==> src/rtl/funct_generator_reader.sv <==
// Consumer end of the function-generator sample FIFO: pops samples with one-cycle read latency
// and streams them downstream for a programmed burst. Optional peak tracking under PEAK_DETECT_EN.
module funct_generator_reader #(
  parameter int DATA_WIDTH = 32,
  parameter int CNT_W      = 16
) (
  input  logic                  clk,
  input  logic                  rst,
  input  logic                  start_i,
  input  logic                  stop_i,
  input  logic [CNT_W-1:0]      burst_len_i,
  input  logic                  empty_i,
  input  logic [DATA_WIDTH-1:0] rd_data_i,
  output logic                  rd_en_o,
  output logic [DATA_WIDTH-1:0] data_o,
  output logic                  valid_o,
  input  logic                  ready_i,
  output logic                  busy_o,
  output logic                  done_o,
  output logic [CNT_W-1:0]      count_o,
  output logic [DATA_WIDTH-1:0] peak_o
);

  typedef enum logic [1:0] {IDLE, RUN, FLUSH, DONE} state_t;

  state_t                state, state_nxt;
  logic [CNT_W-1:0]      len, issued, issued_nxt, count;
  logic                  inflight;
  logic [1:0]            occ, wr_ptr, rd_ptr;
  logic [DATA_WIDTH-1:0] mem [0:2];
  logic [DATA_WIDTH-1:0] head;
  logic                  push, pop, start_ok;

  assign head     = mem[rd_ptr];
  assign push     = inflight;
  assign pop      = (occ != 2'd0) && ready_i;
  assign start_ok = (state == IDLE) && start_i;

  // Credit rule: buffered plus in-flight samples never exceed the three buffer slots.
  assign rd_en_o = (state == RUN) && !empty_i && (issued < len) &&
                   (({1'b0, occ} + {2'b00, inflight}) < 3'd3);
  assign issued_nxt = issued + CNT_W'(rd_en_o);

  assign valid_o = (occ != 2'd0);
  assign data_o  = valid_o ? head : '0;
  assign busy_o  = (state == RUN) || (state == FLUSH);
  assign done_o  = (state == DONE);
  assign count_o = count;

  always_comb begin
    state_nxt = state;
    case (state)
      IDLE:  if (start_i) state_nxt = RUN;
      RUN: begin
        if (len == '0) state_nxt = DONE;
        else if (stop_i || (issued_nxt == len)) state_nxt = FLUSH;
      end
      // Leave as soon as the final pop empties the buffer, so DONE follows the last pop directly.
      FLUSH: if (!inflight && ((occ == 2'd0) || ((occ == 2'd1) && pop))) state_nxt = DONE;
      DONE:  state_nxt = IDLE;
      default: state_nxt = IDLE;
    endcase
  end

  always_ff @(posedge clk or posedge rst) begin
    if (rst) begin
      state    <= IDLE;
      len      <= '0;
      issued   <= '0;
      count    <= '0;
      inflight <= 1'b0;
      occ      <= 2'd0;
      wr_ptr   <= 2'd0;
      rd_ptr   <= 2'd0;
    end else begin
      state    <= state_nxt;
      inflight <= rd_en_o;
      if (start_ok) begin
        len    <= burst_len_i;
        issued <= '0;
        count  <= '0;
      end else begin
        if (rd_en_o) issued <= issued_nxt;
        if (pop)     count  <= count + CNT_W'(1);
      end
      if (push) wr_ptr <= (wr_ptr == 2'd2) ? 2'd0 : wr_ptr + 2'd1;
      if (pop)  rd_ptr <= (rd_ptr == 2'd2) ? 2'd0 : rd_ptr + 2'd1;
      case ({push, pop})
        2'b10:   occ <= occ + 2'd1;
        2'b01:   occ <= occ - 2'd1;
        default: occ <= occ;
      endcase
    end
  end

  always_ff @(posedge clk) begin
    if (push) mem[wr_ptr] <= rd_data_i;
  end

`ifdef PEAK_DETECT_EN
  localparam logic [DATA_WIDTH-1:0] MOST_NEG = {1'b1, {(DATA_WIDTH-1){1'b0}}};
  localparam logic [DATA_WIDTH-1:0] MOST_POS = {1'b0, {(DATA_WIDTH-1){1'b1}}};

  logic [DATA_WIDTH-1:0] peak, mag;

  // The most negative value has no positive twin, so it saturates.
  always_comb begin
    mag = head;
    if (head[DATA_WIDTH-1]) mag = (head == MOST_NEG) ? MOST_POS : -head;
  end

  always_ff @(posedge clk or posedge rst) begin
    if (rst)                     peak <= '0;
    else if (start_ok)           peak <= '0;
    else if (pop && (mag > peak)) peak <= mag;
  end

  assign peak_o = peak;
`else
  assign peak_o = '0;
`endif

endmodule

==> config.mk <==
export PLATFORM = sky130hd
export DESIGN_NAME = funct_generator_reader
export DESIGN_NICKNAME = d
export VERILOG_FILES = /design/src/rtl/funct_generator_reader.sv
export SDC_FILE = /design/constraint.sdc
export NUM_CORES = 1
export LEC_CHECK = 0
export CAP_MARGIN = 10
export CORE_MARGIN = 10
export CORE_UTILIZATION = 30
export CTS_CLUSTER_SIZE = 12
export DETAILED_ROUTE_END_ITERATION = 16
export GPL_TIMING_DRIVEN = 0
export PLACE_DENSITY = 0.48
export SLEW_MARGIN = 30
export SYNTH_ARGS = -nofsm -noshare
export SYNTH_HDL_FRONTEND = slang
export SYNTH_SLANG_ARGS = --single-unit
==> constraint.sdc <==
create_clock -name clk -period 10.81 [get_ports clk]
set_input_delay 1.081 -clock clk [delete_from_list [all_inputs] [get_ports clk]]
set_output_delay 1.081 -clock clk [all_outputs]
set_load 0.005 [all_outputs]
* Word level (Yosys, flattened, before mapping)
Memory sizes are Yosys's and may differ from the RTL's. Index checks and enable logic that the tools add are counted.
Word-level totals: register bits after elaboration 57, memory bits (writable) 96, logic and storage cells 65, memories kept 1
Memories:
- mem | words 3, bits a word 32, rd ports 1, clocked after memory_dff 0, wr ports 1, line 30 | logic [DATA_WIDTH-1:0] mem [0:2];
Cells by class: $add $sub $neg 7, order comparisons 2, equality and inequality tests 12, multiplexer cells 15, reduce and logical (&&, ||, !) cells 20
Operators with widths (count):
- 16-bit two-way mux | 4
- 32-bit two-way mux | 1
- 16-bit by 1-bit adder with 16-bit output | 1
- 16-bit by 1-bit adder with 16-bit output (second input constant) | 1
- 16-bit == test | 1
- 16-bit logical NOT | 1
- 16-bit less-than comparator | 1
- 2-bit two-way mux | 6
- 2-bit == test (second input constant) | 5
- 2-bit one-hot mux with 4 select lines | 1
- 2-bit nonzero test | 4
- 1-bit logical AND | 7
- 2-bit by 1-bit adder with 2-bit output (second input constant) | 3
- 2-bit by 1-bit == test with 1-bit output (second input constant) | 3
- 2-bit logical NOT | 2
- 2-bit one-hot mux with 2 select lines | 1
- 2-bit by 1-bit adder with 3-bit output | 1
- 1-bit logical OR | 3
- 3-bit by 2-bit less-than comparator with 1-bit output (second input constant) | 1
- 3-bit by 1-bit inequality test with 1-bit output (second input constant) | 1
- 3-bit AND reduction | 1
- 1-bit logical NOT | 2
- 1-bit two-way mux | 2
- 2-bit by 1-bit inequality test with 1-bit output (second input constant) | 1
- other kinds (2) | 2

* Longest topological paths before layout
Gate-level depths: netlist of the first run.
word-level depth 10, mapped depth 17, mapped depth without buffers 15

* Worst setup path before layout of the first run
Ideal clock, no wire load.
path kind input to register, start in empty_i, end reg state[1], data arrival time 4.217 ns, data required time 10.685 ns, setup slack 6.468 ns, cell stages on the path 13, buffers on the path 2, path through nor4_1 o2111ai_1 a21oi_1 clkbuf_1 ha_1 buf_2 nand4_1 or3_4 or3_1 a22oi_1 nand4b_1 o22ai_2 mux2_4
Between the ends: longest elaborated chain between the ends 9
Ends and longest elaborated chain:
- start, declared | line 12 | input logic empty_i,
- 1-bit logical NOT | line 40 | assign rd_en_o = (state == RUN) && !empty_i && (issued < len) &&
- 1-bit logical AND (3 in a row) | line 40
- named net rd_en_o | line 14 | output logic rd_en_o,
- 16-bit by 1-bit adder with 16-bit output | line 42 | assign issued_nxt = issued + CNT_W'(rd_en_o);
- 16-bit == test | line 56 | else if (stop_i || (issued_nxt == len)) state_nxt = FLUSH;
- 1-bit logical OR | line 56
- 3-bit by 1-bit inequality test with 1-bit output (no line)
- 3-bit AND reduction (no line)
- end signal, assigned | line 76 | state <= state_nxt;
- end, declared | line 26 | state_t state, state_nxt;
The timed path passes the listed nets, and every way through them passes these cells. A chain may end at the register's enable or synchronous reset.

* Final worst setup path of the first run
start reg issued[9], end reg state[1]
Between the ends: longest elaborated chain between the ends 8
Ends and longest elaborated chain:
- start, declared | line 27 | logic [CNT_W-1:0] len, issued, issued_nxt, count;
- start signal, assigned | line 83 | if (rd_en_o) issued <= issued_nxt;
- 16-bit less-than comparator | line 40
- 1-bit logical AND (2 in a row) | line 40
- 16-bit by 1-bit adder with 16-bit output * | line 42
- 16-bit == test * | line 56
- 1-bit logical OR * | line 56
- 3-bit by 1-bit inequality test with 1-bit output (no line) *
- 3-bit AND reduction (no line) *
Mark *: on every way between the ends. The rest lies on a longest branch, timed or not.

==> results.sh, run 1 <==
export IMPL_core_area_um2=25100
export IMPL_timing_final_crit_period_ns=5.33
export IMPL_edff_count_synth=96
export IMPL_htree_num_levels=4
export IMPL_cp_top_family="compound AO/OA/AOI/OAI gates"
export IMPL_drt_antenna_violating_nets=0
export IMPL_floorplan_initialDensity=0.304
export IMPL_post_synth_cell_types=56
export IMPL_timing_critical_path_cells="ha_1 > a21o_1 > a21o_1 > a21oi_1 > o2111ai_1 > a21oi_1 > clkbuf_1 > ha_1 > buf_2 > nand4_1 > or3_4 > or3_1 > a22oi_1 > nand4b_1 > o22ai_2 > mux2_4"
export IMPL_grt_max_degree=31
export IMPL_overflow=0
export IMPL_top_level_ports=138
export IMPL_vias=5422
export IMPL_num_antenna_cells=0
export IMPL_path_clk_slew_ns=0.08
export IMPL_seqCellArea_um2=4310
export IMPL_timing_critical_path_buf_inv=2
export IMPL_syn_mean_instance_area_um2=11.1
export IMPL_report_final_slew_viol_count=0
export IMPL_synth_top_cells_by_area="sky130_fd_sc_hd__edfxtp_1, sky130_fd_sc_hd__dfrtp_1, sky130_fd_sc_hd__nor2_1"
export IMPL_postRouteWirelength_mm=20.0
export IMPL_cts_resized=0
export IMPL_setup_tns_final_ns=0
export IMPL_whs_ns=0.543
export IMPL_crit_fanout=13
export IMPL_final_gp_congestion=0.806
export IMPL_final_period_utilization=0.493
export IMPL_synthDominantAreaCellType="sky130_fd_sc_hd__edfxtp_1"
export IMPL_area_growth_syn_to_layout_pct=31.2
export IMPL_p_per_area_nw_per_um2=233
export IMPL_fin_worst_skew_ns=0.0236
export IMPL_route_detailed_vias_per_inst=4.52
export IMPL_worst_setup_path_end_kind="register"
export IMPL_ctsRootBufferMaster="sky130_fd_sc_hd__clkbuf_16"
export IMPL_critical_path_slowest_cell="sky130_fd_sc_hd__clkbuf_1"
export IMPL_synth_top_flop_cell="sky130_fd_sc_hd__edfxtp_1"
export IMPL_max_stage_delay_ns=0.59
export IMPL_numClockSinks=153
export IMPL_run_status="finished, final reports clean"
export IMPL_netlist_instances=689
export IMPL_post_cts_setup_buffer_count=0
export IMPL_floorplan_die_width_um=179
export IMPL_worst_setup_path_start_kind="register"
export IMPL_postCtsHoldBufs=0
export IMPL_drt_pre_antenna_iters=4
export IMPL_worst_endpoint_required_ns=11.12
export IMPL_numPortBuffers=105
export IMPL_seq_area_frac_synth=0.565
export IMPL_cts_tree="done"
export IMPL_timing_worst_setup_path_type="reg2reg"
export IMPL_irDropWorstVdd_uv=119
export IMPL_dieArea_um2=32200
export IMPL_timing_max_cap_violations=0
export IMPL_rsz0062_at_grt="false"
export IMPL_avgRoutedWirePerCell_um=16.7
export IMPL_clock_insertion_delay_worst_skew_ns=0.43
export IMPL_layout_drive_gt1_share=0.123
export IMPL_postSynth_asyncResetShare=0.373
export IMPL_place_hpwl_mm=14.6
export IMPL_p_leak_nw=3.99
export IMPL_core_rowCount=58
export IMPL_dr_first_iter_drc_count=283
export IMPL_maxSlewHeadroom=0.342
export IMPL_post_synth_top_area_fraction=0.378
export IMPL_yosys_warnings=0
export IMPL_drc=0
export IMPL_tightest_slew_ns=0.986
export IMPL_design_power_total_mw=2.33
export IMPL_inserted_clock_buffers=17
export IMPL_worst_ep_arrival_time_ns=5.63
export IMPL_ys_seq_elements=153
export IMPL_synth_area_um2=7620
export IMPL_fill_cells=2537
export IMPL_final_hold_violation_count=0
export IMPL_layout_nets=938
export IMPL_cts_buffer_depth=2
export IMPL_timing_final_setup_violations=0
export IMPL_multiInputGateArea_um2=2940
export IMPL_global_route_wire_length_before_repair_mm=31.2
export IMPL_grtUsageTotal=0.125
export IMPL_worst_hold_path_type="reg2reg"
export IMPL_die_h_um=179
export IMPL_grt_pass1_vias=5461
export IMPL_number_of_antenna_violations_at_the_first_check_in_global_routing=2
export IMPL_fmax_achieved_mhz=188
[worst paths after layout]
kind	from	end	slack, ns	cells past startpoint
min reg2reg	count_o[15]$_DFFE_PP0P_	count_o[15]$_DFFE_PP0P_	0.54	2
min in group asynchronous	rst	count_o[5]$_DFFE_PP0P_	1.02	2
max	issued[9]$_DFFE_PP0P_	state[1]$_DFFE_PP0P_	5.48	16
max reg2reg	issued[9]$_DFFE_PP0P_	state[1]$_DFFE_PP0P_	5.48	16
max in group asynchronous	rst	count_o[10]$_DFFE_PP0P_	9.27	3
min	count_o[15]$_DFFE_PP0P_	count_o[15]$_DFFE_PP0P_	0.54	2
[cells by family after synthesis]
group / Yosys count / synth area share
AOI/OAI and AO/OA: 111 / 0.0867
xor gates and xnor gates: 44 / 0.0506
adders and majority gates: 28 / 0.0460
buffers and inverters: 96 / 0.0670
DFF: 153 / 0.565
muxes: 35 / 0.0466
other: 1 / 0.000492
and+or+nand+nor: 221 / 0.137
[area by class of cell]
class	count	area share
flip-flops and latches	153	0.431
multi-input cells	471	0.294
repair buffers	117	0.119
clock buffers	17	0.0425
well taps	330	0.0413
plain buffers	65	0.0394
clock inverters	15	0.0206
inverters	31	0.0119
[layer usage]
| metal | global-route usage | vias up | share of wire |
|---|---|---|---|
| li1 | - | 2694 | - |
| met1 | 0.156 | 2590 | 0.45 |
| met2 | 0.206 | 118 | 0.47 |
| met3 | 0.0386 | 16 | 0.064 |
| met4 | 0.0321 | 4 | 0.012 |
| met5 | 0 | - | 0.0011 |
[cell usage in the layout (no fill, tap or decap), types with 2 or more instances in the layout]
master,count
sky130_fd_sc_hd__buf_4,42
sky130_fd_sc_hd__inv_12,3
sky130_fd_sc_hd__inv_6,2
sky130_fd_sc_hd__a211oi_1,8
sky130_fd_sc_hd__buf_2,3
sky130_fd_sc_hd__dfrtp_1,57
sky130_fd_sc_hd__mux2i_1,34
sky130_fd_sc_hd__nand2b_1,3
sky130_fd_sc_hd__nand2_1,46
sky130_fd_sc_hd__and2_1,2
sky130_fd_sc_hd__and3_1,3
sky130_fd_sc_hd__or3_1,3
sky130_fd_sc_hd__nor3b_1,2
sky130_fd_sc_hd__nor2_1,106
sky130_fd_sc_hd__nor3_1,6
sky130_fd_sc_hd__buf_1,5
sky130_fd_sc_hd__nor4_1,7
sky130_fd_sc_hd__inv_8,3
sky130_fd_sc_hd__nor3_2,2
sky130_fd_sc_hd__clkinv_8,6
sky130_fd_sc_hd__nand4_1,16
sky130_fd_sc_hd__buf_6,6
sky130_fd_sc_hd__o21ai_0,26
sky130_fd_sc_hd__clkdlybuf4s50_1,105
sky130_fd_sc_hd__edfxtp_1,96
sky130_fd_sc_hd__clkbuf_1,19
sky130_fd_sc_hd__nand3_1,12
sky130_fd_sc_hd__xor2_1,12
sky130_fd_sc_hd__clkbuf_16,17
sky130_fd_sc_hd__a31o_2,6
sky130_fd_sc_hd__a21o_1,6
sky130_fd_sc_hd__ha_1,28
sky130_fd_sc_hd__a21oi_1,51
sky130_fd_sc_hd__xnor2_1,32
sky130_fd_sc_hd__inv_1,29
sky130_fd_sc_hd__conb_1,32
[through the flow]
stage           util  area (µm²)  worst slack [ns]  cells
3_5_place_dp   0.373        9370              5.12   1167
6_report       0.398       10000              5.48   1199
3_3_place_gp   0.366        9200              5.11   1155
4_1_cts        0.398       10000              5.53   1199
5_1_grt        0.398       10000              5.18   1199
2_1_floorplan      -        7740              6.47    720
[cell usage after synthesis (all sizes together), types with 19 or more instances]
cell / number
a21oi: 51
clkbuf: 19
nor2: 107
buf: 46
edfxtp: 96
inv: 30
o21ai: 27
ha: 28
mux2i: 34
xnor2: 32
nand2: 46
dfrtp: 57
[worst reg2reg max path, cell delays in order (launching register included)]
cell                        delay, ns
sky130_fd_sc_hd__dfrtp_1         0.52
sky130_fd_sc_hd__ha_1            0.31
sky130_fd_sc_hd__a21o_1          0.16
sky130_fd_sc_hd__a21o_1          0.17
sky130_fd_sc_hd__a21oi_1         0.23
sky130_fd_sc_hd__o2111ai_1       0.49
sky130_fd_sc_hd__a21oi_1         0.35
sky130_fd_sc_hd__clkbuf_1        0.59
sky130_fd_sc_hd__ha_1            0.25
sky130_fd_sc_hd__buf_2           0.18
sky130_fd_sc_hd__nand4_1         0.19
sky130_fd_sc_hd__or3_4           0.40
sky130_fd_sc_hd__or3_1           0.37
sky130_fd_sc_hd__a22oi_1         0.28
sky130_fd_sc_hd__nand4b_1        0.21
sky130_fd_sc_hd__o22ai_2         0.21
sky130_fd_sc_hd__mux2_4          0.32
[flip-flops by register name, summed over array words and instances (netlist names)]
register and flops:
rd_ptr 2, count_o 16, state 2, wr_ptr 2, inflight 1, issued 16
occ 2, mem 96, len 16
[power by group]
part | total (mW) | leakage, nW | internal, mW | switching [mW]
clock network | 0.627 | 0.304 | 0.321 | 0.306
logic | 0.910 | 2.07 | 0.431 | 0.479
registers | 0.789 | 1.62 | 0.718 | 0.0710
total | 2.33 | 3.99 | 1.47 | 0.856
Power figures use the tool's default switching activity.
==> inputs of run 2 (changes only) <==
--- a/config.mk
+++ b/config.mk
@@ -11,7 +11,7 @@
 export CTS_CLUSTER_SIZE = 12
 export DETAILED_ROUTE_END_ITERATION = 16
 export GPL_TIMING_DRIVEN = 0
-export PLACE_DENSITY = 0.48
+export PLACE_DENSITY = 0.49
 export SLEW_MARGIN = 30
 export SYNTH_ARGS = -nofsm -noshare
 export SYNTH_HDL_FRONTEND = slang
==> constraint.sdc (replaced) <==
create_clock -name clk -period 4.9 [get_ports clk]
set_input_delay 0.49 -clock clk [delete_from_list [all_inputs] [get_ports clk]]
set_output_delay 0.49 -clock clk [all_outputs]
set_load 0.005 [all_outputs]
==> results.sh, run 2 (synthesis results as in run 1) <==
export IMPL_startpoint="len[9]$_DFFE_PP0P_"
export IMPL_final_gp_congestion=0.809
export IMPL_dr_first_iter_drc_count=261
export IMPL_core_rowCount=58
export IMPL_layout_nets=938
export IMPL_dieArea_um2=32200
export IMPL_numPortBuffers=105
export IMPL_final_period_utilization=0.944
export IMPL_route_detailed_vias_per_inst=4.53
export IMPL_path_clk_slew_ns=0.08
export IMPL_multiInputGateArea_um2=2960
export IMPL_postCtsHoldBufs=0
export IMPL_worst_setup_path_start_kind="register"
export IMPL_area_growth_syn_to_layout_pct=31.5
export IMPL_postRouteWirelength_mm=20.0
export IMPL_overflow=0
export IMPL_maxSlewHeadroom=0.473
export IMPL_htree_num_levels=4
export IMPL_topRoutingLayerUsed="met5"
export IMPL_drt_pre_antenna_iters=4
export IMPL_final_common_cell="sky130_fd_sc_hd__nor2_1"
export IMPL_layout_drive_gt1_share=0.128
export IMPL_flip_flop_count_of_the_largest_register_all_copies_and_words_added=96
export IMPL_clock_insertion_delay_worst_skew_ns=0.43
export IMPL_numClockSinks=153
export IMPL_cts_tree="done"
export IMPL_fill_cells=2527
export IMPL_whs_ns=0.401
export IMPL_seqCellArea_um2=4310
export IMPL_setup_tns_final_ns=0
export IMPL_largest_register="mem"
export IMPL_setup_ws_ns=0.276
export IMPL_post_cts_setup_buffer_count=0
export IMPL_avgRoutedWirePerCell_um=16.6
export IMPL_place_hpwl_mm=14.8
export IMPL_vias=5437
export IMPL_top_level_ports=138
export IMPL_critical_register_to_register_path_startpoint="len[9]$_DFFE_PP0P_"
export IMPL_fin_worst_skew_ns=0.0122
export IMPL_floorplan_initialDensity=0.304
export IMPL_final_hold_violation_count=0
export IMPL_report_final_slew_viol_count=0
export IMPL_cts_resized=2
export IMPL_number_of_antenna_violations_at_the_first_check_in_global_routing=2
export IMPL_irDropWorstVdd_uv=240
export IMPL_p_leak_nw=3.99
export IMPL_p_per_area_nw_per_um2=511
export IMPL_timing_final_crit_period_ns=4.62
export IMPL_worst_endpoint_required_ns=5.20
export IMPL_placement_setup_worst_slack_ns=-0.418
export IMPL_timing_worst_setup_path_type="reg2reg"
export IMPL_core_area_um2=25100
export IMPL_cts_buffer_depth=2
export IMPL_floorplan_die_width_um=179
export IMPL_tightest_slew_ns=0.791
export IMPL_ctsRootBufferMaster="sky130_fd_sc_hd__clkbuf_16"
export IMPL_timing_max_cap_violations=0
export IMPL_worst_hold_path_type="in2async"
export IMPL_m1WireLength_mm=9.13
export IMPL_design_power_total_mw=5.12
export IMPL_die_h_um=179
export IMPL_inserted_clock_buffers=17
export IMPL_rsz0062_at_grt="false"
export IMPL_wl_met2_mm=9.53
export IMPL_drc=0
export IMPL_fmax_achieved_mhz=216
export IMPL_global_route_wire_length_before_repair_mm=31.1
export IMPL_drt_antenna_violating_nets=0
export IMPL_run_status="finished, final reports clean"
export IMPL_grt_max_degree=36
export IMPL_crit_fanout=13
export IMPL_worst_ep_arrival_time_ns=4.93
export IMPL_grtUsageTotal=0.125
export IMPL_timing_final_setup_violations=0
export IMPL_routed_wl_met3_mm=1.15
export IMPL_worst_setup_path_end_kind="register"
export IMPL_grt_pass1_vias=5440
export IMPL_layout_common_cells="sky130_fd_sc_hd__nor2_1, sky130_fd_sc_hd__clkdlybuf4s50_1, sky130_fd_sc_hd__edfxtp_1"
==> run 2: worst paths after layout <==
check                                        end  slack, ns  cells after the start
max                         state[1]$_DFFE_PP0P_       0.28                     17
min                        rd_ptr[1]$_DFFE_PP0P_       0.40                      2
max reg2reg                 state[1]$_DFFE_PP0P_       0.28                     17
min reg2reg                   occ[1]$_DFFE_PP0P_       0.53                      2
max in group asynchronous  issued[9]$_DFFE_PP0P_       3.97                      3
min in group clk              occ[1]$_DFFE_PP0P_       0.53                      2
==> run 2: layer usage <==
| metal | vias up | GRT usage |
|---|---|---|
| li1 | 2697 | - |
| met1 | 2622 | 0.158 |
| met2 | 107 | 0.204 |
| met3 | 9 | 0.0400 |
| met4 | 2 | 0.0280 |
| met5 | - | 0 |
==> run 2: through the flow <==
stage               cells   util  instance area (µm²)
finish               1200  0.399                10000
global route         1199  0.399                10000
CTS                  1199  0.398                10000
detailed placement   1167  0.373                 9360
global placement     1155  0.366                 9200
floorplan             720      -                 7740
==> run 2: critical path: stages, from the launching register on <==
cell,delay [ns]
sky130_fd_sc_hd__dfrtp_1,0.41
sky130_fd_sc_hd__inv_1,0.08
sky130_fd_sc_hd__ha_1,0.31
sky130_fd_sc_hd__a21o_1,0.16
sky130_fd_sc_hd__a21o_1,0.16
sky130_fd_sc_hd__a21oi_1,0.29
sky130_fd_sc_hd__o2111ai_4,0.25
sky130_fd_sc_hd__a21oi_1,0.25
sky130_fd_sc_hd__clkbuf_4,0.30
sky130_fd_sc_hd__ha_1,0.17
sky130_fd_sc_hd__buf_2,0.17
sky130_fd_sc_hd__nand4_1,0.19
sky130_fd_sc_hd__or3_4,0.40
sky130_fd_sc_hd__or3_1,0.38
sky130_fd_sc_hd__a22oi_1,0.25
sky130_fd_sc_hd__nand4b_1,0.21
sky130_fd_sc_hd__o22ai_2,0.21
sky130_fd_sc_hd__mux2_4,0.31
==> run 2: final cells by class <==
class / instances / share of cell area
Multi-Input combinational cell: 471 / 0.296
Timing Repair Buffer: 117 / 0.118
Clock buffer: 17 / 0.0424
Tap cell: 330 / 0.0412
Sequential cell: 153 / 0.430
Antenna cell: 1 / 0.000250
Inverter: 31 / 0.0119
Buffer: 65 / 0.0397
Clock inverter: 15 / 0.0206
==> run 2: report_power, final <==
part	switching [mW]	internal (mW)	leakage (nW)
registers	0.161	1.58	1.62
logic	1.05	0.955	2.07
clock network	0.661	0.707	0.304
total	1.87	3.25	3.99
==> inputs of run 3 (changes only) <==
--- a/config.mk
+++ b/config.mk
@@ -5,7 +5,7 @@
 export SDC_FILE = /design/constraint.sdc
 export NUM_CORES = 1
 export LEC_CHECK = 0
-export CAP_MARGIN = 10
+export CAP_MARGIN = 5
 export CORE_MARGIN = 10
 export CORE_UTILIZATION = 30
 export CTS_CLUSTER_SIZE = 12
==> results of run 3 <==
No change in the layout: final DEF, timing and power equal those of run 2.
